<file path="src/rtl/px_seq_pkg.sv">
// Shared definitions for the P-M responder sequencer: one-hot state indices,
// phase encoding and the next-state request priority order.
package px_seq_pkg;

   localparam int N_ST = 13;

   // Bit positions of the one-hot CPU state register
   localparam logic [3:0] ST_P0 = 4'd0;
   localparam logic [3:0] ST_P1 = 4'd1;
   localparam logic [3:0] ST_P2 = 4'd2;
   localparam logic [3:0] ST_P3 = 4'd3;
   localparam logic [3:0] ST_P4 = 4'd4;
   localparam logic [3:0] ST_P5 = 4'd5;
   localparam logic [3:0] ST_K1 = 4'd6;
   localparam logic [3:0] ST_K2 = 4'd7;
   localparam logic [3:0] ST_I1 = 4'd8;
   localparam logic [3:0] ST_I2 = 4'd9;
   localparam logic [3:0] ST_I3 = 4'd10;
   localparam logic [3:0] ST_I4 = 4'd11;
   localparam logic [3:0] ST_I5 = 4'd12;

   typedef enum logic [2:0] {
      PH_IDLE,
      PH_S1,
      PH_GAP,
      PH_WAIT,
      PH_S2,
      PH_END1,
      PH_END2
   } phase_e;

   // Highest priority first. I1 is only ever requested by si1, which ranks below sp0/sp1.
   localparam logic [3:0] PRIO_ORDER [N_ST] = '{
      ST_K2, ST_K1, ST_P0, ST_P1, ST_P2, ST_P3, ST_P4, ST_P5,
      ST_I1, ST_I2, ST_I3, ST_I4, ST_I5
   };

   function automatic int max3(input int a, input int b, input int c);
      int m;
      m = (a > b) ? a : b;
      return (m > c) ? m : c;
   endfunction

endpackage

</file>
<file path="src/rtl/px_prio.sv">
// Combinational priority pick over state-indexed request lines: one-hot winner,
// any-request flag and a flag for more than one simultaneous request.
module px_prio
   import px_seq_pkg::*;
(
   input  logic [N_ST-1:0] req,
   output logic [N_ST-1:0] sel,
   output logic            any,
   output logic            multi
);

   // Walk from lowest to highest priority so the last hit wins.
   always_comb begin
      sel = '0;
      for (int i = N_ST - 1; i >= 0; i--) begin
         if (req[PRIO_ORDER[i]]) sel = N_ST'(1) << PRIO_ORDER[i];
      end
   end

   assign any   = |req;
   assign multi = $countones(req) > 1;

endmodule

</file>
<file path="src/rtl/px_seq.sv">
// P-M responder: one-hot CPU state register plus strob1/strob2 cycle timing.
// Strobes and ekc pulses are registered; cycle length stretches while waiting for got.
module px_seq
   import px_seq_pkg::*;
#(
   parameter int S1_TICKS  = 3,
   parameter int S2_TICKS  = 3,
   parameter int GAP_TICKS = 1
)(
   input  logic __clk,
   input  logic clm,
   input  logic sp0,
   input  logic sp1,
   input  logic si1,
   input  logic ep0,
   input  logic ep1,
   input  logic ep2,
   input  logic ep3,
   input  logic ep4,
   input  logic ep5,
   input  logic ek1,
   input  logic ek2,
   input  logic ei2,
   input  logic ei3,
   input  logic ei4,
   input  logic ei5,
   input  logic sgl,
   input  logic mem,
   input  logic got,
   output logic p0,
   output logic p1,
   output logic p2,
   output logic p3,
   output logic p4,
   output logic p5,
   output logic k1,
   output logic k2,
   output logic i1,
   output logic i2,
   output logic i3,
   output logic i4,
   output logic i5,
   output logic strob1,
   output logic strob2,
   output logic ekc_1,
   output logic ekc_2,
   output logic busy,
   output logic multi
);

   localparam int CW = $clog2(max3(S1_TICKS, S2_TICKS, GAP_TICKS) + 1);

   phase_e          phase, phase_nxt;
   logic [CW-1:0]   cnt, cnt_nxt;
   logic [N_ST-1:0] state, state_nxt;
   logic            multi_nxt;

   logic [N_ST-1:0] req_vec, req_sel, start_vec, start_sel;
   logic            req_any, req_multi, start_any, start_multi;

   // Concatenation order follows the ST_* bit positions (I1 has no request line).
   assign req_vec   = {ei5, ei4, ei3, ei2, 1'b0, ek2, ek1, ep5, ep4, ep3, ep2, ep1, ep0};
   assign start_vec = {4'b0, si1, 6'b0, sp1, sp0};

   px_prio u_req_prio (
      .req   (req_vec),
      .sel   (req_sel),
      .any   (req_any),
      .multi (req_multi)
   );

   px_prio u_start_prio (
      .req   (start_vec),
      .sel   (start_sel),
      .any   (start_any),
      .multi (start_multi)
   );

   always_ff @(posedge __clk or posedge clm) begin
      if (clm) begin
         phase  <= PH_IDLE;
         cnt    <= '0;
         state  <= '0;
         strob1 <= 1'b0;
         strob2 <= 1'b0;
         ekc_1  <= 1'b0;
         ekc_2  <= 1'b0;
         busy   <= 1'b0;
         multi  <= 1'b0;
      end else begin
         phase  <= phase_nxt;
         cnt    <= cnt_nxt;
         state  <= state_nxt;
         strob1 <= (phase_nxt == PH_S1);
         strob2 <= (phase_nxt == PH_S2);
         ekc_1  <= (phase_nxt == PH_END1);
         ekc_2  <= (phase_nxt == PH_END2);
         busy   <= (phase_nxt != PH_IDLE);
         multi  <= multi_nxt;
      end
   end

   // cnt holds the remaining ticks of the current phase minus one.
   always_comb begin
      phase_nxt = phase;
      cnt_nxt   = cnt;
      state_nxt = state;
      multi_nxt = multi;
      unique case (phase)
         PH_IDLE: begin
            if (start_any) begin
               state_nxt = start_sel;
               multi_nxt = multi | start_multi;
               phase_nxt = PH_S1;
               cnt_nxt   = CW'(S1_TICKS - 1);
            end
         end
         PH_S1: begin
            if (cnt == '0) begin
               if (sgl) begin
                  phase_nxt = PH_END1;
                  cnt_nxt   = '0;
               end else begin
                  phase_nxt = PH_GAP;
                  cnt_nxt   = CW'(GAP_TICKS - 1);
               end
            end else begin
               cnt_nxt = cnt - CW'(1);
            end
         end
         PH_GAP: begin
            if (cnt == '0) begin
               if (mem) begin
                  phase_nxt = PH_WAIT;
                  cnt_nxt   = '0;
               end else begin
                  phase_nxt = PH_S2;
                  cnt_nxt   = CW'(S2_TICKS - 1);
               end
            end else begin
               cnt_nxt = cnt - CW'(1);
            end
         end
         PH_WAIT: begin
            if (got) begin
               phase_nxt = PH_S2;
               cnt_nxt   = CW'(S2_TICKS - 1);
            end
         end
         PH_S2: begin
            if (cnt == '0) begin
               phase_nxt = PH_END2;
               cnt_nxt   = '0;
            end else begin
               cnt_nxt = cnt - CW'(1);
            end
         end
         PH_END1, PH_END2: begin
            multi_nxt = multi | req_multi;
            if (req_any) begin
               state_nxt = req_sel;
               phase_nxt = PH_S1;
               cnt_nxt   = CW'(S1_TICKS - 1);
            end else begin
               state_nxt = '0;
               phase_nxt = PH_IDLE;
               cnt_nxt   = '0;
            end
         end
         default: begin
            state_nxt = '0;
            phase_nxt = PH_IDLE;
            cnt_nxt   = '0;
         end
      endcase
   end

   assign p0 = state[ST_P0];
   assign p1 = state[ST_P1];
   assign p2 = state[ST_P2];
   assign p3 = state[ST_P3];
   assign p4 = state[ST_P4];
   assign p5 = state[ST_P5];
   assign k1 = state[ST_K1];
   assign k2 = state[ST_K2];
   assign i1 = state[ST_I1];
   assign i2 = state[ST_I2];
   assign i3 = state[ST_I3];
   assign i4 = state[ST_I4];
   assign i5 = state[ST_I5];

endmodule

</file>
<file path="config.mk">
export PLATFORM = sky130hd
export DESIGN_NAME = px_seq
export DESIGN_NICKNAME = d
export VERILOG_FILES = /design/src/rtl/px_seq_pkg.sv /design/src/rtl/px_prio.sv /design/src/rtl/px_seq.sv
export SDC_FILE = /design/constraint.sdc
export NUM_CORES = 1
export LEC_CHECK = 0
export ABC_AREA = 1
export ABC_CLOCK_PERIOD_IN_PS = 1620
export CORE_ASPECT_RATIO = 0.6
export CORE_UTILIZATION = 55
export DETAILED_ROUTE_END_ITERATION = 8
export PLACE_DENSITY = 0.9
export SKIP_CTS_REPAIR_TIMING = 1
export SLEW_MARGIN = 10
export SYNTH_ARGS = -nofsm -noshare
export SYNTH_HDL_FRONTEND = slang
export SYNTH_HIERARCHICAL = 1
export SYNTH_SLANG_ARGS = --single-unit
</file>
<file path="constraint.sdc">
create_clock -name __clk -period 1.62 [get_ports __clk]
set_input_delay 0.243 -clock __clk [delete_from_list [all_inputs] [get_ports __clk]]
set_output_delay 0.243 -clock __clk [all_outputs]
set_load 0.02 [all_outputs]
</file>
* Word-level counts from Yosys, hierarchy flattened
Index checks and enable logic that the tools add are counted.
Cells by class: magnitude comparators 2, reductions and logical operators 12, equality and inequality tests 12, add/sub/neg operators 14, bitwise operators 3, multiplexer cells 36
Operators by type and width (number):
- 2-to-1 mux 13 bit | 14
- adder 32 bit | 4
- adder 32 x 1 -> 32 bit | 2
- greater-than comparator 32 x 2 -> 1 bit, second input constant | 2
- case mux 13 bit (3 select lines) | 1
- adder 1 x 32 -> 32 bit | 1
- 2-to-1 mux 9 bit | 3
- 2-to-1 mux 3 bit | 7
- equality test 3 bit, second input constant | 6
- case mux 3 bit (6 select lines) | 1
- adder 1 x 1 -> 2 bit | 6
- 2-to-1 mux 2 bit | 6
- OR reduction 12 bit | 1
- case mux 2 bit (5 select lines) | 1
- equality test 3 x 1 -> 1 bit, second input constant | 2
- equality test 3 x 2 -> 1 bit, second input constant | 2
- AND reduction 2 bit | 3
- inequality test 2 bit, second input constant | 2
- OR reduction 2 bit | 2
- OR reduction 4 bit | 1
- zero test 3 bit | 1
- nonzero test 3 bit | 1
- OR reduction 3 bit | 1
- zero test 2 bit | 1
- other kinds (6) | 8
Storage, ports and cells: bits in registers 24, word-level logic and storage cells 88

* Logic depth before layout (Yosys ltp)
depth after elaboration 14, mapped depth 14

* Modules after synthesis
The synthesis kept the hierarchy.
Modules (own cells, without submodules):
- px_seq | times used 1, sequential area each 600.6 sq um, cells an instance 195, area each 1335.0 sq um
- px_prio | times used 2, sequential area each 0.0 sq um, cells an instance 94, area each 630.6 sq um

* Least setup slack after synthesis
OpenSTA, ideal clock, no wires.
path kind input to register, from in ep4, to reg multi, arrival 3.156 ns, buffers on the path 0, slack -1.660 ns, stages on the path 13, cells stage by stage inv_1 ha_1 inv_1 fa_1 fa_1 fa_1 fa_1 fa_1 nand2_1 nor2_1 nand2_1 nor2_1 o21bai_1
On the way: cells in the longest elaborated chain, start to end 7
RTL lines:
- from (decl) | line px_seq.sv:19 | input logic ep4,
- adder 1 x 1 -> 2 bit (not written as such) | line px_prio.sv:21 | assign multi = $countones(req) > 1;
- adder 32 bit (not written as such) (3 in a row) | line px_prio.sv:21
- greater-than comparator 32 x 2 -> 1 bit | line px_prio.sv:21
- via req_multi | line px_seq.sv:59 | logic req_any, req_multi, start_any, start_multi;
- OR 1 bit | line px_seq.sv:159 | multi_nxt = multi | req_multi;
- case mux 1 bit (2 select lines) | line px_seq.sv:109 | unique case (phase)
- to (signal assigned) | line px_seq.sv:99 | multi <= multi_nxt;
- to (decl) | line px_seq.sv:48 | output logic multi
The timed path passes the listed nets, and every way through them passes these cells. A chain may end at the register's enable or synchronous reset.

* Worst setup path after layout
Same ends and word-level chain as after synthesis.

==> impl_metrics.tcl <==
set metrics [dict create \
    arrival_ns 3.45 \
    finalSetupViolCount 1 \
    final_common_cell "nand2_1" \
    stdcell_area_um2 3570 \
    seq_area_um2 601 \
    placed_cell_area_um2 3400 \
    first_global_vias 2511 \
    h-tree-depth 1 \
    yosys-top-cells-area "dfrtp_1 23%, nand2_1 16%, ha_1 13%" \
    worst_setup_path_end_kind "flop" \
    die_w_um 90.7 \
    fp.dieH_um 55.2 \
    synth_area_um2 2600 \
    clockRootBuffer "clkbuf_8" \
    required_ns 1.78 \
    clock_sinks 24 \
    ys_ff_latch 24 \
    cellPowerDensity_nw_per_um2 1010 \
    synthCells 383 \
    mostFrequentLayoutCells "112 x nand2_1, 56 x nor2_1, 46 x inv_1" \
    grt_pass1_wl_mm 11.2 \
    worstSkewPairLatency_ns 0.27 \
    min_path_type "in -> async" \
    clock_skew_ns 0.00972 \
    avgSynthCellArea_um2 6.78 \
    grt.total_usage_pct 28.1 \
    clkTransAtPathRegs_ns 0.09 \
    crit_end "multi" \
    maxCapViolCount 0 \
    drt-pass1-iter-count 5 \
    synth_top_cell_area_share_pct 23.1 \
    startpoint_type "input port" \
    ys_seq_area_share_pct 23.1 \
    peakVddDrop_uv 926 \
    cp-startpoint "ep4" \
    antenna_found_initial 0 \
    wl_per_cell_um 12.1 \
    postRouteAntennaNets 0 \
    rsz0062_at_grt "yes" \
    r2r-end "state[10]" \
    grt.overflow.total 0 \
    timing.fmax_mhz 305 \
    io_buffers 38 \
    rows 18 \
    drt_iter0_drc 169 \
    die_area_um2 5010 \
    drc 0 \
    detail_route.wirelength_mm 6.63 \
    r2r-start "phase[1]" \
    leakage_uw 0.00197 \
    violations "negative setup slack" \
    min_period_ns 3.28 \
    slew_viol_final 0 \
    setup_tns_ns -1.66 \
    nFillCells 283 \
    hpwl_mm 5.42 \
    start_util_pct 60.0 \
    antenna_cells 0 \
    place.gp.congestion 0.976 \
    ioPinCount 39 \
    yosys.area.top_type "dfrtp_1" \
    cts.path.max_buffers 2 \
    synth.distinct_cells 25 \
    drive_gt1_share_pct 17.2 \
    rrSetupSlack_ns 0.15 \
    hold_viol_final 0 \
    cts_tree "built" \
    multi_input_area_um2 1850 \
    num-nets-final 551 \
    vias_per_cell 4.88 \
    setup_slack_ns -1.66 \
    ff2ff_path_depth 5 \
    grt_max_degree 25 \
    synth_warnings 6 \
    status "finished with violations" \
    via_count 2675 \
    period_share_pct 203 \
    critPathMaxFanout 2 \
    syn2layout_area_growth_pct 37.5 \
    core_um2 4320 \
    timing_worst_setup_path_type "in -> reg" \
    cts_buffers 3 \
]
## state kept, by name, summed over array words and instances, names as in the netlist
name,cells
state,13
phase,3
cnt,2
busy,1
ekc_1,1
ekc_2,1
multi,1
strob1,1
strob2,1
## worst max-delay path, cell delays in order
cell and delay (ns):
buf_8 0.08, inv_4 0.03, ha_4 0.25, inv_2 0.04
fa_1 0.53, fa_1 0.46, fa_1 0.52, fa_2 0.40
fa_2 0.56, nand2_1 0.04, nor2_1 0.09, nand2_1 0.05
nor2_1 0.08, o21bai_1 0.07
## Yosys cell counts
cell type,n
a21oi_1,1
buf_1,1
buf_2,2
buf_4,3
buf_6,1
clkbuf_1,1
conb_1,1
dfrtp_1,24
fa_1,16
ha_1,26
inv_1,55
inv_2,14
nand2_1,112
nand2_2,3
nand2_4,2
nand3_1,27
nand3_2,2
nand4_1,4
nor2_1,56
nor2_2,3
nor2_4,2
nor3_1,8
o21ai_0,8
o21ai_1,10
o21bai_1,1
## cells by family (layout without fill, tap and decap cells)
logic type,after synthesis,in the layout,synth area share [%]
and+or+nand+nor,219,219,36.0
DFF,24,24,23.1
AOI/OAI and AO/OA,20,20,3.95
adders and majority gates,42,42,24.9
buffers and inverters,77,148,12.0
other,1,35,0.144
## routing by layer
metal  vias to the layer above  routed length (um)  GRT usage (%)
met1                      1198                3020           37.4
met5                         -                   0              0
met3                        22                 511           6.75
met4                         0                 143           5.99
li1                       1330                   -              -
met2                       125                2950           46.8
## how the worst min path moves through the flow
stage | startpoint | endpoint | slack, ns | cells past startpoint
4_1_cts | clm | phase[2] | 0.33 | 3
2_1_floorplan | clm | busy | 0.26 | 1
3_3_place_gp | state[5] | state[5] | 0.47 | 2
3_5_place_dp | state[0] | state[0] | 0.47 | 2
5_1_grt | clm | phase[1] | 0.38 | 3
6_report | clm | phase[1] | 0.31 | 3
## through the flow
step	power [uW]	hold WS [ns]	worst slack (ns)	util [%]	cells
floorplan	2290	0.258	-1.61	-	417
global placement	2870	0.465	-2.18	78.6	541
detailed placement	2960	0.472	-2.33	78.6	541
CTS	3510	0.328	-2.05	80.2	545
global route	3920	0.379	-1.83	82.6	548
finish	3620	0.312	-1.66	82.6	548
## where the power goes
part | switching, uW | leakage, uW | internal (uW) | total [uW]
logic | 1340 | 0.00161 | 906 | 2250
clock network | 197 | 0.0000357 | 330 | 527
registers | 114 | 0.000315 | 731 | 845
total | 1650 | 0.00197 | 1970 | 3620
## area by class of cell
cell class	count	share of cell area, %
multi-input cells	316	51.8
inverters	69	7.47
well taps	60	2.10
clock inverters	1	0.841
repair buffers	75	19.8
clock buffers	3	1.16
flip-flops and latches	24	16.8
Power figures use the tool's default switching activity.
